--- config.mk ---
export PLATFORM = sky130hd
export DESIGN_NAME = key_event_decoder
export DESIGN_NICKNAME = d
export VERILOG_FILES = /design/src/rtl/key_event_decoder.sv
export SDC_FILE = /design/constraint.sdc
export NUM_CORES = 1
export LEC_CHECK = 0
export BUFFER_PORTS_ARGS = -buffer_cell sky130_fd_sc_hd__buf_2
export CORE_ASPECT_RATIO = 1.5
export CORE_UTILIZATION = 55
export DETAILED_ROUTE_END_ITERATION = 8
export PLACE_DENSITY = 0.7
export RECOVER_POWER = 50
export SYNTH_ARGS = -nofsm -noshare
export SYNTH_HDL_FRONTEND = slang
export SYNTH_SLANG_ARGS = --single-unit
--- constraint.sdc ---
create_clock -name sys_clk -period 3.4 [get_ports sys_clk]
set_clock_uncertainty 0.05 [all_clocks]
set_input_delay 0.34 -clock sys_clk [delete_from_list [all_inputs] [get_ports sys_clk]]
set_output_delay 0.34 -clock sys_clk [all_outputs]
set_load 0.01 [all_outputs]
--- src/rtl/key_event_decoder.sv ---
// -----------------------------------------------------------------------------
// key_event_decoder
//
// Turns a debounced key level into discrete key events held in a single-entry
// output register with valid/ready handshake.
//
//   PRESS (1)         key goes down
//   SHORT_RELEASE (2) key released before the long-press threshold
//   LONG (3)          key held for LONG_CYCLES since PRESS
//   REPEAT (4)        every REPEAT_CYCLES while in long-press
//   LONG_RELEASE (5)  key released after LONG
//
// Build option:
//   KEY_EVENT_REPEAT_EN  defined   -> REPEAT events are generated in long-press
//                        undefined -> no repeat counter, code 4 never appears
//
// Parameters:
//   LONG_CYCLES    hold time in cycles from PRESS to LONG
//   REPEAT_CYCLES  period in cycles between REPEAT events
//
// Ports:
//   sys_clk       in   clock, rising edge
//   sys_rst_n     in   asynchronous active-low reset
//   key_value     in   debounced key level, 0 = pressed (asynchronous)
//   evt_valid     out  an event is held in the output register
//   evt_code      out  event code, 0 when not valid
//   evt_ready     in   consumer accepts the held event on this edge
//   evt_overflow  out  sticky: at least one event was dropped
//   ovf_clr       in   synchronous clear of evt_overflow (set wins)
//   key_held      out  1 while the decoder is in a pressed state
// -----------------------------------------------------------------------------
module key_event_decoder #(
   parameter logic [31:0] LONG_CYCLES   = 32'd50000000,
   parameter logic [31:0] REPEAT_CYCLES = 32'd10000000
) (
   input  logic       sys_clk,
   input  logic       sys_rst_n,
   input  logic       key_value,
   output logic       evt_valid,
   output logic [2:0] evt_code,
   input  logic       evt_ready,
   output logic       evt_overflow,
   input  logic       ovf_clr,
   output logic       key_held
);

   typedef enum logic [1:0] {
      ST_IDLE  = 2'd0,
      ST_SHORT = 2'd1,
      ST_LONG  = 2'd2
   } state_t;

   localparam logic [2:0] EV_NONE          = 3'd0;
   localparam logic [2:0] EV_PRESS         = 3'd1;
   localparam logic [2:0] EV_SHORT_RELEASE = 3'd2;
   localparam logic [2:0] EV_LONG          = 3'd3;
   localparam logic [2:0] EV_LONG_RELEASE  = 3'd5;
`ifdef KEY_EVENT_REPEAT_EN
   localparam logic [2:0] EV_REPEAT        = 3'd4;
`endif

   // Counters stop at all-ones instead of wrapping back to zero.
   function automatic logic [31:0] sat_inc(input logic [31:0] v);
      return (v == 32'hFFFF_FFFF) ? v : v + 32'd1;
   endfunction

   logic [1:0]  sync_q;
   logic        key_lvl;
   state_t      state_q, state_d;
   logic [31:0] hold_cnt_q, hold_cnt_d;
   logic [2:0]  evt_gen;
   logic        evt_valid_q, evt_valid_d;
   logic [2:0]  evt_code_q, evt_code_d;
   logic        ovf_q, ovf_d;
`ifdef KEY_EVENT_REPEAT_EN
   logic [31:0] rep_cnt_q, rep_cnt_d;
`else
   // Repeat period has no effect in this build; keeps the parameter referenced.
   if (REPEAT_CYCLES == 32'd0) begin : g_repeat_unused
   end
`endif

   // Two-flop synchronizer; resets to the released level.
   always_ff @(posedge sys_clk or negedge sys_rst_n) begin
      if (!sys_rst_n) begin
         sync_q <= 2'b11;
      end else begin
         sync_q <= {sync_q[0], key_value};
      end
   end

   assign key_lvl = sync_q[1];

   // Next state and event generation. Release is tested first in every
   // pressed state so it always wins over a LONG/REPEAT due on the same cycle.
   always_comb begin
      state_d    = state_q;
      hold_cnt_d = hold_cnt_q;
`ifdef KEY_EVENT_REPEAT_EN
      rep_cnt_d  = rep_cnt_q;
`endif
      evt_gen    = EV_NONE;

      unique case (state_q)
         ST_IDLE: begin
            if (!key_lvl) begin
               state_d    = ST_SHORT;
               hold_cnt_d = 32'd0;
               evt_gen    = EV_PRESS;
            end
         end
         ST_SHORT: begin
            if (key_lvl) begin
               state_d = ST_IDLE;
               evt_gen = EV_SHORT_RELEASE;
            end else if (hold_cnt_q == LONG_CYCLES - 32'd1) begin
               state_d   = ST_LONG;
`ifdef KEY_EVENT_REPEAT_EN
               rep_cnt_d = 32'd0;
`endif
               evt_gen   = EV_LONG;
            end else begin
               hold_cnt_d = sat_inc(hold_cnt_q);
            end
         end
         ST_LONG: begin
            if (key_lvl) begin
               state_d = ST_IDLE;
               evt_gen = EV_LONG_RELEASE;
            end
`ifdef KEY_EVENT_REPEAT_EN
            else if (rep_cnt_q == REPEAT_CYCLES - 32'd1) begin
               rep_cnt_d = 32'd0;
               evt_gen   = EV_REPEAT;
            end else begin
               rep_cnt_d = sat_inc(rep_cnt_q);
            end
`endif
         end
         default: begin
            state_d = ST_IDLE;
         end
      endcase
   end

   // Output register: load when empty or being consumed on this edge;
   // otherwise the new event is lost and overflow is flagged.
   always_comb begin
      evt_valid_d = evt_valid_q;
      evt_code_d  = evt_code_q;
      ovf_d       = ovf_clr ? 1'b0 : ovf_q;

      if (evt_gen != EV_NONE) begin
         if (!evt_valid_q || evt_ready) begin
            evt_valid_d = 1'b1;
            evt_code_d  = evt_gen;
         end else begin
            ovf_d = 1'b1;
         end
      end else if (evt_valid_q && evt_ready) begin
         evt_valid_d = 1'b0;
         evt_code_d  = EV_NONE;
      end
   end

   always_ff @(posedge sys_clk or negedge sys_rst_n) begin
      if (!sys_rst_n) begin
         state_q     <= ST_IDLE;
         hold_cnt_q  <= 32'd0;
`ifdef KEY_EVENT_REPEAT_EN
         rep_cnt_q   <= 32'd0;
`endif
         evt_valid_q <= 1'b0;
         evt_code_q  <= EV_NONE;
         ovf_q       <= 1'b0;
      end else begin
         state_q     <= state_d;
         hold_cnt_q  <= hold_cnt_d;
`ifdef KEY_EVENT_REPEAT_EN
         rep_cnt_q   <= rep_cnt_d;
`endif
         evt_valid_q <= evt_valid_d;
         evt_code_q  <= evt_code_d;
         ovf_q       <= ovf_d;
      end
   end

   assign evt_valid    = evt_valid_q;
   assign evt_code     = evt_code_q;
   assign evt_overflow = ovf_q;
   assign key_held     = (state_q != ST_IDLE);

endmodule
==> results.md <==
- The largest net degree at the start of global routing is 42.
- The checks that failed: capacitance limit, slew limit.
- The startpoint type of the worst setup path is a flop.
- Measured in cells, the most critical reg-to-reg path has a length of 8.
- The die height is approximately 84 microns.
- The layout net count is 287.
- The number of failing setup endpoints in the final timing report is 0.
- The async set or reset register ratio after synthesis is 1.00.
- The power consumption is 0.945 mW.
- The total number of placement rows is 29.
- The initial antenna violation count is 0.
- In the post-synthesis netlist, the cell with the most instances is dfrtp_1.
- The min-delay analysis places its worst path in the category input port to flop.
- The wire length per cell is approximately 17 microns.
- Of the cells placed in the final design, the portion with a size suffix greater than 1 is 0.103.
- The biggest area contributor in the post-synthesis netlist is dfrtp_1.
- Counting instances, the worst hold path has a depth of 1.
- The timing-limited maximum frequency is roughly 370 MHz.
- The setup fix buffers added after clock tree synthesis is 0.
- The combinational cell fraction of total power is 0.078.
- The fraction of power consumed by the clock network is 0.377.
- Measured on the finished design, the core utilization comes to 0.609.
- The number of enable flip-flop cells after synthesis is 0.
- In this run the horizontal extent of the chip is 56.4 microns.
- The H-tree generated during clock tree synthesis spans 2 levels.
- In this run the critical register-to-register path is launched from hold_cnt_q[0].
- The source of the worst hold timing path is key_value.
- The hold violation total from the final report was 0.
- The switching part of the total power is 0.247.
- The max-slew violation count is between 40 and 50.
- For this block, the routed nets add up to 5.74 mm of wire.
- The congestion estimate from routability-driven global placement came to around 0.86.
- The number of detailed-route iterations in the first pass is 4.
- Setup repair after global routing left no endpoint under its margin.
- The number of nets in the synthesized netlist is about 280.
- The worst path needs ~2.7 ns of the cycle, external delays included.
- The count of input and output buffers is 10.
- Dividing the detail-routed via count by the number of cells gives 6.63.
- In this run the worst setup path begins at hold_cnt_q[0].
- In the finished design, the share of the clock period the worst path needs comes to 0.788.
- In the synthesized netlist the dominant register cell turns out to be dfrtp_1.
- The required time at the worst-slack endpoint is approximately 3.6 ns.
- At the pin with the least slew margin, the transition time is 2.17 ns.
- The via count of the first global-routing pass is 2,103.
- The endpoint type of the worst setup path is a flop.
- In the routed design, unresolved DRC markers number 0.
- In this run the worst path has a maximum fanout of 33.
- CTS saw approximately 40 sinks.
- The number of storage elements in the synthesis netlist is 41.
- The kind of critical path is flop to flop.
- The effective utilization at floorplan is 0.575.
- The clock passes through at most 2 buffers.
- The count of nets left with antenna violations once routing finished came out at 0.
- The total CTS buffers is 5.
- Clock-pin slew was measured on the worst setup and hold paths at 0.08 ns.
- Sorting the synthesized cells by how often they occur yields dfrtp_1, nand2_1, nor2_1.
- The number of fill cells in the layout is approximately 410.
- Of the post-synthesis cell area, the dominant cell type holds 0.400.
- The total track usage is 0.268.
- Synthesis produced a netlist whose cell count is 272.
- The critical path data arrival time is roughly 2.9 ns.
- The worst slew margin relative to its limit is -0.448.
- The die covers 4720 sq um.
- After synthesis, the cell types taking the most area are dfrtp_1, nand2_1, or4_1.
- The count of synthesis-stage warnings from yosys is 0.
- Yosys mapped the design onto a little under 50 distinct sky130hd cell types.
- The core outline area is between 4000 and 5000 sq um.
- The number of antenna repair diodes is 0.
- The clock latency on the worst-skew pair is around 0.30 ns.
- The first global-routing pass estimated just under 10 mm of wire.
- The routed layout has ~2,200 vias.
- Buffers inserted to repair hold after CTS numbered 0.
- The share of the Yosys chip area taken by registers is 0.421.
- The synthesized area divided by synthesized cell count is approximately 9.0 sq um.
- Pin placement for this block handled 11 I/O pins.
- In this run the power density over the cells is 366 nW/um^2.
- For this design the static power due to leakage is ~1.1 nW.
- The clock tree root driver cell is clkbuf_8.
- Cell internal power was estimated by the tool at between 0.7 and 0.8 mW.
- The placed wire-length estimate is around 4 mm.
- The TritonCTS clock tree is built.
- The synthesized cell area is 2440 sq um.
- Of the total power, registers draw 0.545.
- Relative to the synthesized area, the layout overhead comes to 5.79%.
- After routing, the total negative slack on setup checks comes to 0 ns.
- The DRC violation total after the first TritonRoute iteration is around 90.
- The count of maximum capacitance violations is 1.
- In this run, post-CTS repair resized a total of 0 instances.
- The total grt overflow is 0.
- The flow ran to the end, but the final reports show violations.
- The highest ir drop seen on vdd is ~0.36 mV.
- For this design the total switching power over the nets is between 0.2 and 0.25 mW.
==> routing by layer <==
layer / global-route usage / vias to the layer above / wire (microns)
met5: 0 / - / 0
met4: 0.129 / 0 / 180
met3: 0.0403 / 14 / 188
met2: 0.468 / 56 / 3020
met1: 0.317 / 1055 / 2350
li1: - / 1049 / -
==> final timing paths <==
check                           slack [ns]        endpoint
worst max-delay path                  0.72  hold_cnt_q[18]
worst min-delay path                  0.08       sync_q[0]
worst max register to register        0.72  hold_cnt_q[18]
worst min register to register        0.31       sync_q[1]
max in group asynchronous             1.43   hold_cnt_q[6]
min in group asynchronous             0.61    evt_overflow
==> layout make-up <==
type                       count  area (sq um)  area share
timing repair buffer          16           105      0.0407
clock buffer                   7          96.3      0.0373
clock inverter                 1          5.00     0.00194
multi-input combinational    208          1260       0.487
inverter                       9          33.8      0.0131
tap                           46          57.6      0.0223
sequential                    41          1030       0.398
==> registers in the layout, indices dropped and copies added (netlist names) <==
name and cells:
hold_cnt_q 32, evt_code 3, state_q 2, sync_q 2, evt_overflow 1, evt_valid 1
==> power groups by stage <==
| stage | clock (mW) | combinational, mW | sequential (mW) |
|---|---|---|---|
| 2_1_floorplan | 0 | 0.0458 | 0.522 |
| 3_3_place_gp | 0 | 0.0745 | 0.524 |
| 3_5_place_dp | 0 | 0.0756 | 0.525 |
| 4_1_cts | 0.363 | 0.0762 | 0.515 |
| 5_1_grt | 0.378 | 0.0826 | 0.517 |
| 6_report | 0.356 | 0.0736 | 0.515 |
==> cells by family (layout without fill, tap and decap cells) <==
group | Yosys count | in the layout | share of synthesized area
AOI/OAI and AO/OA | 53 | 53 | 0.142
adders and majority gates | 1 | 1 | 0.00512
muxes | 5 | 5 | 0.0210
DFF | 41 | 41 | 0.421
and+or+nand+nor | 145 | 145 | 0.332
xor gates and xnor gates | 4 | 4 | 0.0143
buffers and inverters | 23 | 33 | 0.0640
==> worst max-delay path, stage by stage (launching register included) <==
cell and delay (ns):
dfrtp_1 0.41, ha_1 0.28, nand4_1 0.12, or4_4 0.51, nor3_4 0.26, or2_1 0.43
buf_12 0.24, or4_1 0.14, mux2i_1 0.17
==> cells in the final DEF (no fill, tap or decap), types with 2 or more instances in the layout <==
cell      synthesis  layout
o211ai_1          6       6
nor2b_1           3       3
buf_4             0       5
or4_1            15      15
o21ai_0           9       9
and3_1            3       3
nor4_1            8       8
o22ai_1           3       3
nand2_1          31      31
and2_1            3       3
a22o_1            2       2
nand3_1          12      12
o31ai_1           5       5
o41ai_1           2       2
a21oi_1          16      16
nor3_1            5       5
clkbuf_1          7       2
nand4_1          16      16
dfstp_2           2       2
xnor2_1           4       4
dfrtp_1          39      39
mux2i_1           4       4
nor2_1           20      20
buf_2             2       8
nand2b_1          6       6
clkbuf_8          0       7
or3_1             9       9
inv_1             9       9
or2_1             2       2
nor4b_1           2       2
and4_1            5       5
==> per-stage QoR <==
step / cell area (sq um) / cells / worst slack, ns / hold slack, ns
after floorplan: 2440 / 272 / 1.19 / -0.00559
after global placement: 2480 / 320 / 0.839 / 0.300
after detailed placement: 2480 / 320 / 0.758 / 0.298
after CTS: 2590 / 328 / 0.736 / 0.0769
after global routing: 2580 / 328 / 0.534 / 0.0836
final: 2580 / 328 / 0.722 / 0.0834
Power figures use the tool's default switching activity.
